File: config.mk
export PLATFORM = sky130hd
export DESIGN_NAME = flash_id_poll
export DESIGN_NICKNAME = d
export VERILOG_FILES = /design/src/rtl/flash_id_poll.sv
export SDC_FILE = /design/constraint.sdc
export NUM_CORES = 1
export LEC_CHECK = 0
export CORE_MARGIN = 2
export CORE_UTILIZATION = 45
export DETAILED_ROUTE_END_ITERATION = 16
export PLACE_DENSITY_LB_ADDON = 0.15
export SETUP_SLACK_MARGIN = 0.05
export SLEW_MARGIN = 10
export SYNTH_ARGS = -nofsm -noshare
export SYNTH_HDL_FRONTEND = slang
export SYNTH_SLANG_ARGS = --single-unit
File: constraint.sdc
create_clock -name clk -period 2.4 [get_ports clk]
set_input_delay 0.48 -clock clk [delete_from_list [all_inputs] [get_ports clk]]
set_output_delay 0.48 -clock clk [all_outputs]
set_load 0.005 [all_outputs]
File: src/rtl/flash_id_poll.sv
// Reads the 3-byte JEDEC ID (opcode 9F) through a byte-level SPI engine,
// rejects all-zero / all-ones IDs with spaced retries, and times out a silent engine.
module flash_id_poll #(
  parameter int MAX_RETRY = 3,
  parameter int GAP_CYC   = 1000,
  parameter int TMO_CYC   = 4096
) (
  input  logic        clk,
  input  logic        rst_n,
  input  logic        start,
  output logic        trans_req,
  output logic [7:0]  tx_dout,
  input  logic [7:0]  rx_din,
  input  logic        trans_done,
  output logic        cs_hold,
  output logic        busy,
  output logic [23:0] id_dout,
  output logic        id_vld,
  output logic        id_err
);

  localparam int CNT_MAX = (TMO_CYC > GAP_CYC) ? TMO_CYC : GAP_CYC;
  localparam int CNT_W   = $clog2(CNT_MAX + 1);

  typedef enum logic [2:0] {
    S_IDLE, S_CMD, S_RD0, S_RD1, S_RD2, S_CHK, S_GAP
  } state_t;

  state_t            state, state_nxt;
  logic [CNT_W-1:0]  cnt, cnt_nxt;
  logic [3:0]        retry, retry_nxt;
  logic [23:0]       id_buf, id_buf_nxt;
  logic [23:0]       id_nxt;
  logic [7:0]        tx_nxt;
  logic              req_nxt, vld_nxt, err_nxt;
  logic              tmo_hit;

  // One counter serves both the per-byte timeout and the retry gap; it is
  // cleared whenever a byte request is issued or GAP is entered.
  assign tmo_hit = (cnt == CNT_W'(TMO_CYC - 1));

  assign cs_hold = (state == S_CMD) || (state == S_RD0) ||
                   (state == S_RD1) || (state == S_RD2);
  assign busy    = (state != S_IDLE);

  always_ff @(posedge clk or negedge rst_n) begin
    if (!rst_n) begin
      state     <= S_IDLE;
      cnt       <= '0;
      retry     <= '0;
      id_buf    <= '0;
      id_dout   <= '0;
      trans_req <= 1'b0;
      tx_dout   <= 8'h00;
      id_vld    <= 1'b0;
      id_err    <= 1'b0;
    end else begin
      state     <= state_nxt;
      cnt       <= cnt_nxt;
      retry     <= retry_nxt;
      id_buf    <= id_buf_nxt;
      id_dout   <= id_nxt;
      trans_req <= req_nxt;
      tx_dout   <= tx_nxt;
      id_vld    <= vld_nxt;
      id_err    <= err_nxt;
    end
  end

  always_comb begin
    state_nxt  = state;
    cnt_nxt    = cnt;
    retry_nxt  = retry;
    id_buf_nxt = id_buf;
    id_nxt     = id_dout;
    tx_nxt     = tx_dout;
    req_nxt    = 1'b0;
    vld_nxt    = 1'b0;
    err_nxt    = 1'b0;

    unique case (state)
      S_IDLE: begin
        if (start) begin
          state_nxt = S_CMD;
          req_nxt   = 1'b1;
          tx_nxt    = 8'h9F;
          cnt_nxt   = '0;
        end
      end

      S_CMD, S_RD0, S_RD1, S_RD2: begin
        // A done arriving on the last allowed cycle still wins over the timeout.
        if (trans_done) begin
          unique case (state)
            S_CMD:   state_nxt = S_RD0;
            S_RD0: begin
              state_nxt           = S_RD1;
              id_buf_nxt[23:16]   = rx_din;
            end
            S_RD1: begin
              state_nxt           = S_RD2;
              id_buf_nxt[15:8]    = rx_din;
            end
            default: begin
              state_nxt           = S_CHK;
              id_buf_nxt[7:0]     = rx_din;
            end
          endcase
          if (state != S_RD2) begin
            req_nxt = 1'b1;
            tx_nxt  = 8'hFF;
          end
          cnt_nxt = '0;
        end else if (tmo_hit) begin
          state_nxt = S_IDLE;
          err_nxt   = 1'b1;
          retry_nxt = '0;
          cnt_nxt   = '0;
        end else begin
          cnt_nxt = cnt + CNT_W'(1);
        end
      end

      S_CHK: begin
        if ((id_buf != 24'h000000) && (id_buf != 24'hFFFFFF)) begin
          id_nxt    = id_buf;
          vld_nxt   = 1'b1;
          retry_nxt = '0;
          state_nxt = S_IDLE;
        end else if (int'(retry) < MAX_RETRY) begin
          retry_nxt = retry + 4'd1;
          cnt_nxt   = '0;
          state_nxt = S_GAP;
        end else begin
          err_nxt   = 1'b1;
          retry_nxt = '0;
          state_nxt = S_IDLE;
        end
      end

      S_GAP: begin
        if (cnt == CNT_W'(GAP_CYC - 1)) begin
          state_nxt = S_CMD;
          req_nxt   = 1'b1;
          tx_nxt    = 8'h9F;
          cnt_nxt   = '0;
        end else begin
          cnt_nxt = cnt + CNT_W'(1);
        end
      end

      default: state_nxt = S_IDLE;
    endcase
  end

endmodule

==> reports/metrics.cfg <==
[yosys]
avgSynthCellArea_um2 = 12.3
ys.flop_type = dfrtp_1
syn_area_um2 = 3330
ys_async_sr_fraction_pct = 100
yosysWarnings = 0
synth_area_leaders = dfrtp_1, mux2_2, a221o_1
yosysTopAreaCell = dfrtp_1
syn_nets = 285
synthCells = 271
synth-edff-count = 0
ys_types = 47
yosysTopAreaCellShare_pct = 54.9
ys_seq_area_share_pct = 54.9
ys_ff_latch = 73

[clock_network]
cts.path.max_buffers = 2
clk_pin_slew_ns = 0.08
insertion_delay_ns = 0.34
root_buffer = clkbuf_8
cts_made_buffers = 9
clock_sinks = 73
cts_tree = yes
htreeDepth = 3
hold_buffers = 0

[worst_setup_path]
path_class = reg2reg
start_kind = flop
critical_path.endpoint = cnt[12]$_DFFE_PN0P_
critPathArrivalTime_ns = 2.50
critPathRequiredTime_ns = 2.63
cpMaxStageDelayCell = or4_4
max_stage_delay_ns = 0.56
end_kind = flop
reg2reg_depth = 8
cp-startpoint = cnt[0]$_DFFE_PN0P_
crit_cells = 8
path_buf_inv = 1
cp_cell_sequence = ha_2, nand4b_1, or4_4, a22oi_2, buf_4, o21ai_2, and3_1, a221o_1
r2r_start = cnt[0]$_DFFE_PN0P_
critPathTopFamily = simple AND/OR/NAND/NOR gates
rr_endpoint = cnt[12]$_DFFE_PN0P_
path_max_fanout = 6
rrSetupSlack_ns = 0.13

[drt]
wl_met2_mm = 3.46
vias_per_cell = 5.50
drt-total-wl_mm = 6.88
ant_nets = 0
dr_wl_met3_um = 376
vias = 2363
drc = 0
dr.max_layer_used = met4
drtIter0Drc = 85
wire_per_inst_um = 16.0
drt-pass1-iter-count = 4
met1_length_mm = 2.96

[global_route]
grt_max_degree = 55
grt_usage_pct = 17.4
grt-ovfl-total = 0
grt_pass1_vias = 2248
grt_pass1_wl_mm = 11.4
grt_antenna_before_repair = 0

[sta]
fmax_ghz = 0.441
finalSetupViolCount = 0
slew_headroom_pct = 65.2
min_period_over_period_pct = 94.4
drv_slew = 0
rsz0062_at_grt = no
final-hold-violation-count = 0
fin_setup_tns_ns = 0
tightest_slew_ns = 0.522
skew_ns = 0.00945
fin_crit_ns = 2.27

[layout]
num-fill-cells = 626
final_nets = 340
n_antenna_cell = 0
area_growth_pct = 24.8
drive_above_1_share_pct = 27.8
post-route-util_pct = 57.6

[placed_design]
place_congestion = 0.804
post-dp-hpwl_mm = 4.79
io_buffers = 48

[floorplanning]
die_area_um2 = 8100
initial_core_util_pct = 46.1
io_pins = 49
die_x_um = 90.0
fp-row-count = 31
coreArea_um2 = 7210
die_height_um = 90.0

[power_and_ir_drop]
p_leak_uw = 0.00185
vdd_drop_max_v = 0.000554
powerDensity_nw_per_um2 = 1100

[outcome]
outcome = finished clean

[min_path]
hold_class = in2async

[job]
cap_violations = 0

[worst min path at each step]
stage,from,endpoint,slack [ns],cells after the start
CTS,rst_n,cnt[7]$_DFFE_PN0P_,0.01,1
finish,rst_n,cnt[7]$_DFFE_PN0P_,0.01,1
global route,rst_n,cnt[5]$_DFFE_PN0P_,0.02,1
detailed placement,rst_n,cnt[7]$_DFFE_PN0P_,0.39,1
global placement,rst_n,cnt[6]$_DFFE_PN0P_,0.39,1
floorplan,rst_n,cnt[0]$_DFFE_PN0P_,0.18,0
[routing by layer]
metal	GRT usage (%)	vias up
li1	-	1113
met1	23.6	1172
met2	27.5	70
met3	5.36	8
met4	3.97	0
met5	0	-
[logic make-up after synthesis]
group	synth area share, %
flip-flops	54.9
adder cells (fa/ha/maj)	0.751
multiplexers	16.9
AND/OR/NAND/NOR	14.6
XOR/XNOR	0.526
buffers and inverters	3.38
AO/OA/AOI/OAI	8.98
[worst reg2reg max path, cell delays in order (launching register included)]
cell and delay (ns):
dfrtp_1 0.39, ha_2 0.22, nand4b_1 0.10, or4_4 0.56, a22oi_2 0.16, buf_4 0.17
o21ai_2 0.12, and3_1 0.19, a221o_1 0.25
[registers in the layout, indices dropped and copies added, names as in the netlist]
register	cells
id_buf	24
id_dout	24
cnt	13
retry	4
state	3
tx_dout	2
id_err	1
id_vld	1
trans_req	1
[stage by stage]
step	instances	hold WS (ns)	setup slack (ns)	total power (uW)	area [um^2]
2_1_floorplan	271	0.184	0.303	2840	3330
3_3_place_gp	409	0.388	0.159	3540	3900
3_5_place_dp	409	0.387	0.0968	3580	3900
4_1_cts	425	0.00985	0.0814	4550	4100
5_1_grt	430	0.0237	0.0247	4890	4160
6_report	430	0.0100	0.134	4590	4160
[cell usage after synthesis, types with 2 or more instances]
cell type and instances:
ha_1 2, nor4_1 8, a221o_1 9, o21ai_2 2, nor2b_1 3, and2_1 3
a22o_1 2, buf_4 6, nand2_1 9, dfrtp_1 73, nor2_1 21, and3_1 11
inv_1 5, clkbuf_1 5, nand4_1 8, o21ai_0 7, nor3_1 2, a31oi_1 2
a21oi_1 3, or3_1 4, nand3_1 7, buf_2 3, mux2_2 50, nand2b_1 3
[report_power, final]
part	internal [uW]	switching (uW)	leakage [uW]
Sequential	1670	399	0.000943
Clock	484	470	0.0000929
Combinational	960	600	0.000817
Total	3120	1470	0.00185
[placed cells by master (no fill, tap or decap), types with 7 or more instances in the layout]
cell type	netlist	final
a221o_1	9	9
o21ai_0	7	7
clkbuf_8	0	9
buf_4	6	10
nand3_1	7	7
clkdlybuf4s50_1	0	47
nor4_1	8	7
nand2_1	9	9
nor2_1	21	21
nand4_1	8	8
dfrtp_1	73	72
and3_1	11	11
mux2_2	50	50
[what timing repair did]
| action | CTS | global route |
|---|---|---|
| resized for setup | 0 | 4 |
| buffers inserted | 0 | 3 |
| hold endpoints to repair | 0 | 0 |
| setup endpoints to repair | 0 | 17 |
[area by class of cell]
cell class / count / area, um^2 / area share, %
Inverter: 5 / 18.8 / 0.452
Timing Repair Buffer: 58 / 566 / 13.6
Clock inverter: 6 / 67.6 / 1.63
Tap cell: 99 / 124 / 2.98
Clock buffer: 10 / 128 / 3.07
Sequential cell: 73 / 1830 / 44.0
Multi-Input combinational cell: 179 / 1420 / 34.3
Note: power is estimated with default switching activity, not from simulation.
